--- src/rtl/btn_event_pkg.sv ---
// Shared types and helpers for the dual-channel button event generator.
// Holds the channel FSM state encoding and the counter width function.
package btn_event_pkg;

  typedef enum logic [1:0] {
    IDLE,
    PRESSED,
    HELD
  } btn_state_t;

  function automatic int cnt_width(input int long_c, input int rpt_c);
    int m;
    m = (long_c > rpt_c) ? long_c : rpt_c;
    return $clog2(m + 1);
  endfunction

endpackage

--- src/rtl/btn_event_ch.sv ---
// One button channel: edge detect plus press/long/repeat FSM.
// All pulse outputs are registered and at most one is high per cycle.
module btn_event_ch
  import btn_event_pkg::*;
#(
  parameter int LONG_CYCLES   = 50_000_000,
  parameter int REPEAT_CYCLES = 10_000_000
) (
  input  logic clk,
  input  logic rst_n,
  input  logic btn_in,
  output logic press,
  output logic rel,
  output logic long,
  output logic rpt
);

  localparam int CW = cnt_width(LONG_CYCLES, REPEAT_CYCLES);
  localparam logic [CW-1:0] LONG_T = CW'(LONG_CYCLES);
  localparam logic [CW-1:0] RPT_T  = CW'(REPEAT_CYCLES);
  localparam logic [CW-1:0] ONE    = CW'(1);

  btn_state_t    state_q;
  logic [CW-1:0] cnt_q;
  logic          prev_q;
  logic          press_q;
  logic          rel_q;
  logic          long_q;
  logic          rpt_q;
  logic          rise;
  logic          fall;

  assign rise = btn_in & ~prev_q;
  assign fall = ~btn_in & prev_q;

  always_ff @(posedge clk or negedge rst_n) begin
    if (!rst_n) begin
      state_q <= IDLE;
      cnt_q   <= '0;
      prev_q  <= 1'b0;
      press_q <= 1'b0;
      rel_q   <= 1'b0;
      long_q  <= 1'b0;
      rpt_q   <= 1'b0;
    end else begin
      prev_q  <= btn_in;
      press_q <= 1'b0;
      rel_q   <= 1'b0;
      long_q  <= 1'b0;
      rpt_q   <= 1'b0;
      unique case (state_q)
        IDLE: begin
          if (rise) begin
            press_q <= 1'b1;
            cnt_q   <= ONE;
            state_q <= PRESSED;
          end else begin
            cnt_q <= '0;
          end
        end
        PRESSED: begin
          // release wins over a long-press on the same edge
          if (fall) begin
            rel_q   <= 1'b1;
            cnt_q   <= '0;
            state_q <= IDLE;
          end else if (cnt_q == LONG_T) begin
            long_q  <= 1'b1;
            cnt_q   <= ONE;
            state_q <= HELD;
          end else begin
            cnt_q <= cnt_q + ONE;
          end
        end
        HELD: begin
          if (fall) begin
            rel_q   <= 1'b1;
            cnt_q   <= '0;
            state_q <= IDLE;
          end else if (cnt_q == RPT_T) begin
            rpt_q <= 1'b1;
            cnt_q <= ONE;
          end else begin
            cnt_q <= cnt_q + ONE;
          end
        end
        default: begin
          cnt_q   <= '0;
          state_q <= IDLE;
        end
      endcase
    end
  end

  assign press = press_q;
  assign rel   = rel_q;
  assign long  = long_q;
  assign rpt   = rpt_q;

endmodule

--- src/rtl/btn_event.sv ---
// Dual-channel button event generator.
// Two independent channel instances wired straight through.
module btn_event
  import btn_event_pkg::*;
#(
  parameter int LONG_CYCLES   = 50_000_000,
  parameter int REPEAT_CYCLES = 10_000_000
) (
  input  logic clk,
  input  logic rst_n,
  input  logic btn_in_1,
  input  logic btn_in_2,
  output logic press_1,
  output logic press_2,
  output logic rel_1,
  output logic rel_2,
  output logic long_1,
  output logic long_2,
  output logic rpt_1,
  output logic rpt_2
);

  btn_event_ch #(
    .LONG_CYCLES  (LONG_CYCLES),
    .REPEAT_CYCLES(REPEAT_CYCLES)
  ) u_ch1 (
    .clk   (clk),
    .rst_n (rst_n),
    .btn_in(btn_in_1),
    .press (press_1),
    .rel   (rel_1),
    .long  (long_1),
    .rpt   (rpt_1)
  );

  btn_event_ch #(
    .LONG_CYCLES  (LONG_CYCLES),
    .REPEAT_CYCLES(REPEAT_CYCLES)
  ) u_ch2 (
    .clk   (clk),
    .rst_n (rst_n),
    .btn_in(btn_in_2),
    .press (press_2),
    .rel   (rel_2),
    .long  (long_2),
    .rpt   (rpt_2)
  );

endmodule

--- config.mk ---
export PLATFORM = sky130hd
export DESIGN_NAME = btn_event
export DESIGN_NICKNAME = d
export VERILOG_FILES = /design/src/rtl/btn_event_pkg.sv /design/src/rtl/btn_event_ch.sv /design/src/rtl/btn_event.sv
export SDC_FILE = /design/constraint.sdc
export NUM_CORES = 1
export LEC_CHECK = 0
export CAP_MARGIN = 20
export CORE_MARGIN = 1
export CORE_UTILIZATION = 44
export CTS_CLUSTER_SIZE = 40
export DETAILED_ROUTE_END_ITERATION = 16
export DONT_BUFFER_PORTS = 1
export MAX_ROUTING_LAYER = met4
export PLACE_DENSITY = 0.56
export SYNTH_ARGS = -nofsm -noshare
export SYNTH_HDL_FRONTEND = slang
export SYNTH_HIERARCHICAL = 1
export SYNTH_SLANG_ARGS = --single-unit
export TNS_END_PERCENT = 30
--- constraint.sdc ---
create_clock -name clk -period 2.8 [get_ports clk]
set_input_delay 0.7 -clock clk [delete_from_list [all_inputs] [get_ports clk]]
set_output_delay 0.7 -clock clk [all_outputs]
set_load 0.02 [all_outputs]
==> results of run 1 <==
state kept, by name (all words and copies together) (netlist names):
register / cells
u_ch2/rel: 1
u_ch2/state_q: 2
u_ch2/prev_q: 1
u_ch2/press: 1
u_ch2/cnt_q: 26
u_ch1/cnt_q: 26
u_ch1/rel: 1
u_ch1/rpt: 1
u_ch1/press: 1
u_ch1/long: 1
u_ch2/rpt: 1
u_ch1/state_q: 2
u_ch1/prev_q: 1
u_ch2/long: 1
layer usage:
metal	share of wire, %	routed length [um]
met3	5.2	350
met2	43	2896
met5	0	0
met4	0.82	55
met1	51	3421
report_power, final:
| group | internal, uW | switching, uW | leakage (uW) | total [uW] |
|---|---|---|---|---|
| Clock | 333 | 333 | 0.0000810 | 666 |
| Sequential | 998 | 54.5 | 0.000910 | 1050 |
| Combinational | 150 | 216 | 0.000639 | 366 |
placed cells by master, fill, tap and decap left out:
cell type,Yosys,final
sky130_fd_sc_hd__o21ai_0,4,4
sky130_fd_sc_hd__nand3_1,32,32
sky130_fd_sc_hd__nor3_4,2,2
sky130_fd_sc_hd__nand4b_1,2,2
sky130_fd_sc_hd__o211ai_1,2,2
sky130_fd_sc_hd__clkbuf_1,4,1
sky130_fd_sc_hd__buf_4,0,1
sky130_fd_sc_hd__ha_1,12,12
sky130_fd_sc_hd__and3b_1,2,2
sky130_fd_sc_hd__nand3b_1,4,4
sky130_fd_sc_hd__xnor2_1,24,24
sky130_fd_sc_hd__nand2_1,14,14
sky130_fd_sc_hd__or4_1,2,2
sky130_fd_sc_hd__nor4_4,4,4
sky130_fd_sc_hd__o41a_1,2,2
sky130_fd_sc_hd__and4_1,2,2
sky130_fd_sc_hd__nor2_2,20,20
sky130_fd_sc_hd__nor4b_2,4,4
sky130_fd_sc_hd__and3_1,6,6
sky130_fd_sc_hd__clkbuf_8,0,10
sky130_fd_sc_hd__nor2_1,44,44
sky130_fd_sc_hd__a21oi_1,6,6
sky130_fd_sc_hd__xor2_1,24,24
sky130_fd_sc_hd__clkinv_2,0,2
sky130_fd_sc_hd__nand4_1,12,12
sky130_fd_sc_hd__nor4bb_1,2,2
sky130_fd_sc_hd__nand4_2,2,2
sky130_fd_sc_hd__a2bb2oi_4,2,2
sky130_fd_sc_hd__clkinvlp_4,0,1
sky130_fd_sc_hd__dfrtp_1,66,66
sky130_fd_sc_hd__nor3_1,14,14
sky130_fd_sc_hd__or2_2,2,2
sky130_fd_sc_hd__o21a_1,2,2
sky130_fd_sc_hd__and4bb_2,4,4
sky130_fd_sc_hd__nor4_1,2,2
sky130_fd_sc_hd__nand2b_1,2,2
sky130_fd_sc_hd__nor3b_1,2,2
sky130_fd_sc_hd__buf_12,0,1
sky130_fd_sc_hd__inv_1,22,22
how the worst max path moves through the flow:
stage                    from              end  slack, ns  cells after the start
2_1_floorplan  u_ch1/cnt_q[0]  u_ch1/cnt_q[12]       1.01                      8
3_3_place_gp   u_ch2/cnt_q[0]   u_ch2/cnt_q[6]       0.69                      8
3_5_place_dp   u_ch2/cnt_q[0]   u_ch2/cnt_q[8]       0.63                      8
4_1_cts        u_ch2/cnt_q[0]   u_ch2/cnt_q[5]       0.62                      8
5_1_grt        u_ch2/cnt_q[0]   u_ch2/cnt_q[5]       0.45                      8
6_report       u_ch2/cnt_q[0]   u_ch2/cnt_q[5]       0.60                      8
per-stage QoR:
stage | total power (uW) | cells | instance area (um^2) | worst slack (ns)
after floorplan | 1375 | 356 | 3638 | 1.008
after global placement | 1435 | 450 | 3724 | 0.6922
after detailed placement | 1436 | 450 | 3724 | 0.6283
after CTS | 2114 | 464 | 3882 | 0.6180
after global routing | 2217 | 464 | 3882 | 0.4546
final | 2084 | 464 | 3882 | 0.6042
worst max-delay path, cell delays in order (launching register included):
cell and delay (ns):
sky130_fd_sc_hd__dfrtp_1 0.42, sky130_fd_sc_hd__inv_1 0.07, sky130_fd_sc_hd__ha_1 0.13, sky130_fd_sc_hd__nor4b_2 0.22, sky130_fd_sc_hd__nand4_2 0.19, sky130_fd_sc_hd__nor3_4 0.33, sky130_fd_sc_hd__a2bb2oi_4 0.44, sky130_fd_sc_hd__buf_12 0.21
sky130_fd_sc_hd__nor2_1 0.05
layout make-up:
type	instances	share of cell area, %
multi-input combinational	258	47.24
sequential	66	42.54
clock buffer	11	3.642
tap	102	3.287
inverter	22	2.127
timing repair buffer	2	0.7090
clock inverter	3	0.4512
synth_stat cells (4+ instances only):
library cell                n  share of area [%]
sky130_fd_sc_hd__xnor2_1   24                5.8
sky130_fd_sc_hd__a21oi_1    6               0.83
sky130_fd_sc_hd__buf_6      4                1.2
sky130_fd_sc_hd__nor4_4     4                2.3
sky130_fd_sc_hd__xor2_1    24                5.8
sky130_fd_sc_hd__and4bb_2   4                1.4
sky130_fd_sc_hd__dfrtp_1   66                 45
sky130_fd_sc_hd__o21ai_0    4               0.55
sky130_fd_sc_hd__nand4_1   12                2.1
sky130_fd_sc_hd__clkbuf_1   4               0.41
sky130_fd_sc_hd__nand3b_1   4               0.83
sky130_fd_sc_hd__inv_1     22                2.3
sky130_fd_sc_hd__and3_1     6                1.0
sky130_fd_sc_hd__nand3_1   32                4.4
sky130_fd_sc_hd__nor2_2    20                3.4
sky130_fd_sc_hd__ha_1      12                4.1
sky130_fd_sc_hd__nor2_1    44                4.5
sky130_fd_sc_hd__nor3_1    14                1.9
sky130_fd_sc_hd__nand2_1   14                1.4
sky130_fd_sc_hd__nor4b_2    4                1.7
cell families after synthesis:
family / share of synthesized area (%)
AND/OR/NAND/NOR: 30.47
flip-flops: 45.39
XOR/XNOR: 11.55
buffers and inverters: 4.195
AO/OA/AOI/OAI: 4.264
adder cells (fa/ha/maj): 4.126
==> out/metrics.csv, run 1 <==
metric,value,unit
outcome,finished clean,
post_synth_num_cell_types,36,
totalWireLength,6724,um
busiest_layer,met2,
max_slew_margin,66.31,%
finalSetupViolations,0,
tns,0,ns
rrSetupSlack,0.60,ns
synth.yosys.seq_area_share,45.39,%
ctsHoldBuffers,0,
power_density,536.8,mW/mm^2
multi_input_area,0.001834,mm^2
drt_pass1_iterations,4,
grtUsageMet2,25.67,%
transition_time_at_the_pin_with_the_least_slew_margin,0.5015,ns
worst_reg2reg_startpoint,u_ch2/cnt_q[0],
worst-endpoint-required,3.02,ns
antenna_left,0,
postSynthRegisterBits,66,
met1_usage,24.79,%
number_of_vias_in_the_routed_layout,2473,
port_buffers,0,
rows,32,
filler_cell_count,774,
r2r_cells,8,
effective_utilization_at_floorplan,46.36,%
fraction_of_met3_tracks_used_by_global_routing,6.158,%
chipWidth,92.94,um
utilization,49.47,%
final_layout_size_suffix_gt1_share,15.19,%
hold_class,input port to asynchronous set/reset pin,
hpwl,4724,um
slew_violations,0,
crit_fanout,14,
dieArea,0.008637,mm^2
fmaxAchievable,455.4,MHz
synth_edf_count,0,
fin_crit,2.196,ns
regToRegEndpoint,u_ch2/cnt_q[5],
clk_pin_slew,0.07,ns
post-cts-setup-buffer-count,0,
power.static_leakage,0.001630,uW
max-clock-path-buffers,2,
clock_skew,0.006496,ns
ctsHtreeMaxLevel,3,
synthesis.nets,372,
wl_per_cell,14.49,um
async_flop_share,100.0,%
synth_area_per_cell,10.22,um^2
cts_num_sinks,66,
syn-instance-count,356,
crit_path_end_kind,register,
tritoncts.num_buffers,9,
final_nets,375,
number_of_i_o_pins,12,
detail_route.vias_per_cell,5.330,
synth.yosys.warnings,6,
grt_pass1_vias,2440,
antenna_cells,0,
detailed_route_drc_error_count,0,
die_h,92.94,um
regArea,0.001652,mm^2
syn_to_final_growth,6.706,%
critical_path_class,register to register,
ys.flop_type,sky130_fd_sc_hd__dfrtp_1,
grt_pass1_wl,11750,um
cap_violations,0,
post_route_hold_slack,0.05965,ns
crit_path_start_kind,register,
place.gp.congestion,0.8094,
grt.overflow.total,0,
number_of_antenna_violations_at_the_first_check_in_global_routing,0,
tritoncts_clock_tree,done,
root_buffer,sky130_fd_sc_hd__clkbuf_8,
grt_util_all_layers,18.13,%
grt_setup_unrepaired,false,
dr.first_iter.drc_count,143,
critical_path_arrival,2.42,ns
synth.cell_area,0.003638,mm^2
clkLatencyLatePin,0.33,ns
post_cts_resized,0,
placeable_core_region,0.007848,mm^2
post-route-period-util,78.42,%
pin_count_of_the_biggest_net_entering_global_routing,67,
hold_violations,0,
vdd_drop_max,0.2768,mV
No activity file was read; power rests on OpenSTA's default activity.
==> run 2: changes to the inputs <==
--- a/config.mk
+++ b/config.mk
@@ -5,6 +5,7 @@
 export SDC_FILE = /design/constraint.sdc
 export NUM_CORES = 1
 export LEC_CHECK = 0
+export ABC_AREA = 1
 export CAP_MARGIN = 20
 export CORE_MARGIN = 1
 export CORE_UTILIZATION = 44
==> constraint.sdc (replaced) <==
create_clock -name clk -period 2.2 [get_ports clk]
set_input_delay 0.55 -clock clk [delete_from_list [all_inputs] [get_ports clk]]
set_output_delay 0.55 -clock clk [all_outputs]
set_load 0.02 [all_outputs]
==> run 2 against run 1 <==
Worst setup slack lost 0.13 ns. Design area up 12%. Worst hold slack better by 0.022 ns. Non-clock buffer count is 1 lower. Register-to-register slack lost 0.13 ns. Clock power up 100%. Utilization rose by 0.23 points. Largest power group unchanged. Wire length increased by 22%. Fmax grew 27%. First-iteration DRC count up 43%. Sequential cell count stayed put. Critical endpoint is now u_ch1/cnt_q[18]. Via count increased by 31%.
==> out/metrics.csv, run 2 <==
metric,value,unit
crit_path_max_incr_delay,0.40,ns
clkLatencyLatePin,0.34,ns
drt_pass1_iterations,4,
hold_class,input port to asynchronous set/reset pin,
syn_to_final_growth,9.191,%
dr.first_iter.drc_count,205,
final_cell_mix,"128 x sky130_fd_sc_hd__nand2_1, 98 x sky130_fd_sc_hd__nor2_1, 78 x sky130_fd_sc_hd__inv_1",
fmaxAchievable,579.9,MHz
wl_per_cell,12.45,um
post-cts-setup-buffer-count,0,
tritoncts_clock_tree,done,
synth.cell_area,0.003989,mm^2
synth.yosys.warnings,6,
max_slew_margin,72.93,%
cap_violations,0,
post_route_hold_slack,0.08209,ns
port_buffers,0,
cts_num_sinks,66,
slowest_cell_on_the_critical_path,sky130_fd_sc_hd__dfrtp_1,
totalWireLength,8206,um
critical_path_class,register to register,
synth_edf_count,0,
yosys.area.top_type,sky130_fd_sc_hd__dfrtp_1,
fin_crit,1.725,ns
ctsHoldBuffers,1,
clock_skew,0.009646,ns
pin_count_of_the_biggest_net_entering_global_routing,67,
synth_area_per_cell,7.414,um^2
root_buffer,sky130_fd_sc_hd__clkbuf_8,
postSynthRegisterBits,66,
effective_utilization_at_floorplan,45.52,%
number_of_i_o_pins,12,
commonest_non_fill_non_tap_cell_in_the_layout,sky130_fd_sc_hd__nand2_1,
crit_path_start_kind,register,
crit_path_end_kind,register,
synth.top_cell.area_share,41.41,%
regToRegEndpoint,u_ch1/cnt_q[18],
ys.flop_type,sky130_fd_sc_hd__dfrtp_1,
crit_fanout,22,
grt_pass1_vias,3044,
critical_path.cell_chain,inv_1 > ha_1 > inv_1 > nor2_1 > nand2_1 > nor2_2 > nand2_1 > nand2_2 > nand2_4 > nand2_4 > nor2_1,
number_of_antenna_violations_at_the_first_check_in_global_routing,0,
grt.overflow.total,0,
die_h,97.21,um
placeable_core_region,0.008763,mm^2
synth.most_common_cell,sky130_fd_sc_hd__nand2_1,
detail_route.vias_per_cell,4.903,
place.gp.congestion,0.8275,
ctsHtreeMaxLevel,3,
filler_cell_count,868,
power.static_leakage,0.001922,uW
final_nets,562,
number_of_vias_in_the_routed_layout,3231,
vdd_drop_max,0.6793,mV
power_density,811.9,mW/mm^2
clk_pin_slew,0.08,ns
grt_pass1_wl,14350,um
finalSetupViolations,0,
top_regs,"u_ch1/cnt_q (26), u_ch2/cnt_q (26)",
syn-instance-count,538,
synth.yosys.seq_area_share,41.41,%
rows,34,
outcome,finished clean,
max-clock-path-buffers,2,
chipWidth,97.21,um
post_synth_num_cell_types,22,
slew_violations,0,
grt_setup_unrepaired,false,
dieArea,0.009450,mm^2
async_flop_share,100.0,%
hpwl,6035,um
antenna_left,0,
r2r_cells,11,
tns,0,ns
ys_top_cells_by_count,"128 x sky130_fd_sc_hd__nand2_1, 98 x sky130_fd_sc_hd__nor2_1, 78 x sky130_fd_sc_hd__inv_1",
grt_util_all_layers,19.59,%
yosys-top-cells-area,"sky130_fd_sc_hd__dfrtp_1 41%, sky130_fd_sc_hd__nand2_1 12%, sky130_fd_sc_hd__nor2_1 9.2%, sky130_fd_sc_hd__inv_1 7.3%, sky130_fd_sc_hd__xor2_1 5.7%",
final_layout_size_suffix_gt1_share,10.53,%
tritoncts.num_buffers,9,
post_cts_resized,0,
transition_time_at_the_pin_with_the_least_slew_margin,0.4052,ns
critical_path_arrival,1.94,ns
rrSetupSlack,0.48,ns
antenna_cells,0,
worst_reg2reg_startpoint,u_ch1/cnt_q[0],
synthesis.nets,554,
post-route-period-util,78.39,%
detailed_route_drc_error_count,0,
worst-endpoint-required,2.41,ns
hold_violations,0,
-- run 2: cell types whose count changed in the layout (fill, tap and decap cells not counted), moves of 8 or more --
cell,delta
sky130_fd_sc_hd__nor2_2,+8
sky130_fd_sc_hd__xnor2_1,-18
sky130_fd_sc_hd__nor2_1,+54
sky130_fd_sc_hd__nand3_1,+12
sky130_fd_sc_hd__nand2_1,+114
sky130_fd_sc_hd__inv_1,+56
-- run 2: kinds of logic after synthesis --
family,count (synthesis),share of synthesized area (%)
compound gates,14,1.757
xor+xnor,32,7.026
fa+ha+maj,12,3.764
buf+inv,84,9.097
flops,66,41.41
simple gates,330,36.95
-- run 2: cell type report --
class	count	area [um^2]	area share [%]
Inverter	80	300.3	6.895
Multi-Input combinational cell	388	1974	45.33
Timing Repair Buffer	1	27.53	0.6320
Clock inverter	5	125.1	2.873
Clock buffer	11	141.4	3.246
Tap cell	108	135.1	3.103
Sequential cell	66	1652	37.92
-- run 2: worst max path at each step --
| stage | startpoint | to | cells past startpoint |
|---|---|---|---|
| 2_1_floorplan | u_ch1/cnt_q[0] | u_ch1/cnt_q[19] | 12 |
| 3_3_place_gp | u_ch2/cnt_q[0] | u_ch2/cnt_q[17] | 11 |
| 3_5_place_dp | u_ch2/cnt_q[0] | u_ch2/cnt_q[17] | 11 |
| 4_1_cts | u_ch2/cnt_q[0] | u_ch2/cnt_q[11] | 11 |
| 5_1_grt | u_ch2/cnt_q[0] | u_ch2/cnt_q[9] | 11 |
| 6_report | u_ch1/cnt_q[0] | u_ch1/cnt_q[18] | 11 |
-- run 2: critical path, delay by kind of cell (launching register included) --
kind                       cells  cell delay (ns)
and+or+nand+nor                8             0.90
DFF                            1             0.40
adders and majority gates      1             0.15
buffers and inverters          2             0.13
-- run 2: power by group --
group,internal (uW),total [uW],switching (uW)
Sequential,1300,1380,87.2
Clock,898,1360,460
Combinational,228,794,566
-- run 2: stage by stage --
stage | worst slack, ns | area (um^2) | power (uW) | instances | util, %
6_report | 0.4755 | 4355 | 3536 | 659 | 49.70
5_1_grt | 0.2843 | 4355 | 3771 | 659 | 49.70
4_1_cts | 0.4668 | 4355 | 3594 | 659 | 49.70
3_5_place_dp | 0.4644 | 4061 | 2185 | 642 | 46.34
3_3_place_gp | 0.5014 | 4061 | 2169 | 642 | 46.34
2_1_floorplan | 0.7416 | 3989 | 2164 | 538 | -
-- run 2: metal layers --
metal  part of all wire [%]  vias up  GRT usage, %
met1                     54     1521         28.35
met3                    2.6       12         3.597
li1                       -     1649             -
met2                     42       49         27.57
met4                    1.1        0         6.787
met5                      0        -             -
==> run 3: changes to the inputs <==
==> constraint.sdc (replaced) <==
create_clock -name clk -period 1.8 [get_ports clk]
set_input_delay 0.45 -clock clk [delete_from_list [all_inputs] [get_ports clk]]
set_output_delay 0.45 -clock clk [all_outputs]
set_load 0.02 [all_outputs]
==> run 3 against run 2 <==
The flow now finishes with violations (hold timing). First-iteration DRC count is 17% lower. Critical path depth is the same. Non-clock buffer count up 3. Utilization shrank 0.34 points. Largest cell class unchanged.
==> out/metrics.csv, run 3 (synthesis gave the netlist of run 2 again) <==
metric,value,unit
outcome,finished with violations,
failed_checks,hold timing,
final_layout_size_suffix_gt1_share,11.39,%
effective_utilization_at_floorplan,45.52,%
wl_per_cell,12.51,um
power.static_leakage,0.001905,uW
root_buffer,sky130_fd_sc_hd__clkbuf_8,
rrSetupSlack,0.15,ns
p_switching,1362,uW
antenna_cells,0,
slew_violations,0,
post_layout_nonfiller_instances,661,
tritoncts_clock_tree,done,
tns,0,ns
vdd_drop_max,0.5632,mV
grt_setup_unrepaired,false,
r2r_cells,11,
internal-power,2625,uW
dr.first_iter.drc_count,170,
post_route_hold_slack,-0.2011,ns
transition_time_at_the_pin_with_the_least_slew_margin,0.4078,ns
timing.critical_path.depth,11,
fin_crit,1.651,ns
worstSetupStartpoint,u_ch1/cnt_q[0],
placeable_core_region,0.008763,mm^2
hpwl,5987,um
critical_path_arrival,1.88,ns
place.gp.congestion,0.8690,
critical_path.cell_chain,inv_1 > ha_1 > inv_1 > nor2_1 > nand2_1 > nor2_2 > nand2_1 > nand2_2 > nand2_4 > nand2_8 > nor2_1,
antenna_left,0,
clock_skew,0.01026,ns
hold_class,input port to asynchronous set/reset pin,
grt_util_all_layers,19.57,%
ctsHtreeMaxLevel,3,
final_nets,565,
crit_path_start_kind,register,
crit_path_max_incr_delay,0.40,ns
number_of_i_o_pins,12,
number_of_antenna_violations_at_the_first_check_in_global_routing,0,
worst-endpoint-required,2.03,ns
grt.overflow.total,0,
drt_pass1_iterations,6,
critical_path.endpoint,u_ch1/cnt_q[18],
rows,34,
clkLatencyLatePin,0.34,ns
top_regs,"u_ch1/cnt_q (26), u_ch2/cnt_q (26)",
grt_pass1_wl,14370,um
cts_num_sinks,66,
max_slew_margin,72.76,%
dieArea,0.009450,mm^2
grt_pass1_vias,3075,
dpl.cell_count,646,
totalWireLength,8271,um
cp.buffers_inverters,2,
tritoncts.num_buffers,9,
regToRegEndpoint,u_ch1/cnt_q[18],
cap_violations,0,
syn_to_final_growth,8.438,%
crit_fanout,22,
slowest_cell_on_the_critical_path,sky130_fd_sc_hd__dfrtp_1,
hold_violations,66,
p_seq_share,42.5,%
power_density,921.9,mW/mm^2
post-cts-setup-buffer-count,0,
critical_path_class,register to register,
timing.critical_path.max_delay_family,simple AND/OR/NAND/NOR gates,
fin_total_pwr,3987,uW
detail_route.vias_per_cell,4.903,
comb_power_share,24.9,%
crit_path_end_kind,register,
number_of_vias_in_the_routed_layout,3241,
clk_pin_slew,0.07,ns
port_buffers,0,
finalSetupViolations,0,
fmaxAchievable,605.5,MHz
commonest_non_fill_non_tap_cell_in_the_layout,sky130_fd_sc_hd__nand2_1,
die_h,97.21,um
chipWidth,97.21,um
post-route-period-util,91.74,%
utilization,49.36,%
share_clk_of_total_power,32.6,%
worst_reg2reg_startpoint,u_ch1/cnt_q[0],
final_cell_mix,"128 x sky130_fd_sc_hd__nand2_1, 97 x sky130_fd_sc_hd__nor2_1, 78 x sky130_fd_sc_hd__inv_1",
detailed_route_drc_error_count,0,
max-clock-path-buffers,2,
pin_count_of_the_biggest_net_entering_global_routing,67,
sw_frac_of_total,34.16,%
run 3: worst min path at each step:
stage | slack, ns | cells after the start | to
2_1_floorplan | 0.15 | 0 | u_ch1/cnt_q[0]
3_3_place_gp | 0.16 | 0 | u_ch2/cnt_q[17]
3_5_place_dp | 0.16 | 0 | u_ch1/cnt_q[15]
4_1_cts | -0.22 | 0 | u_ch2/cnt_q[10]
5_1_grt | -0.22 | 0 | u_ch1/cnt_q[15]
6_report | -0.20 | 0 | u_ch2/cnt_q[21]
run 3: layer usage:
metal	track usage [%]	vias to the layer above	wire [um]
li1	-	1660	-
met1	28.48	1513	4456
met2	27.95	57	3444
met3	2.590	11	282
met4	7.127	0	87
met5	-	-	0
run 3: worst reg2reg max path, stage by stage (launching register included):
cell and delay (ns):
sky130_fd_sc_hd__dfrtp_1 0.40, sky130_fd_sc_hd__inv_1 0.08, sky130_fd_sc_hd__ha_1 0.15, sky130_fd_sc_hd__inv_1 0.04, sky130_fd_sc_hd__nor2_1 0.11, sky130_fd_sc_hd__nand2_1 0.09
sky130_fd_sc_hd__nor2_2 0.11, sky130_fd_sc_hd__nand2_1 0.07, sky130_fd_sc_hd__nand2_2 0.12, sky130_fd_sc_hd__nand2_4 0.09, sky130_fd_sc_hd__nand2_8 0.18, sky130_fd_sc_hd__nor2_1 0.08
run 3: timing repair:
action	4_1_cts	5_1_grt
endpoints found under the hold margin	66	66
setup endpoints to repair	0	27
resized for setup	0	5
run 3: final cells by class:
| class | instances | area, um^2 |
|---|---|---|
| Fill cell | 870 | 4438 |
| Timing Repair Buffer | 4 | 30.03 |
| Sequential cell | 66 | 1652 |
| Clock inverter | 2 | 35.03 |
| Tap cell | 108 | 135.1 |
| Multi-Input combinational cell | 388 | 2004 |
| Inverter | 80 | 300.3 |
| Clock buffer | 13 | 168.9 |
run 3: through the flow:
step	hold WS, ns	setup WS (ns)	area [um^2]
after CTS	-0.2195	0.03526	4295
after detailed placement	0.1569	0.08268	4091
after global placement	0.1572	0.1154	4091
after floorplan	0.1544	0.3416	3989
final	-0.2011	0.1486	4325
after global routing	-0.2228	0.02178	4325
run 3: power groups by stage:
stage / Combinational (uW) / Sequential (uW) / Clock (uW)
after global placement: 933 / 1720 / 0
after CTS: 973 / 1690 / 1340
after global routing: 1150 / 1710 / 1400
after floorplan: 946 / 1700 / 0
after detailed placement: 966 / 1720 / 0
final: 993 / 1690 / 1300
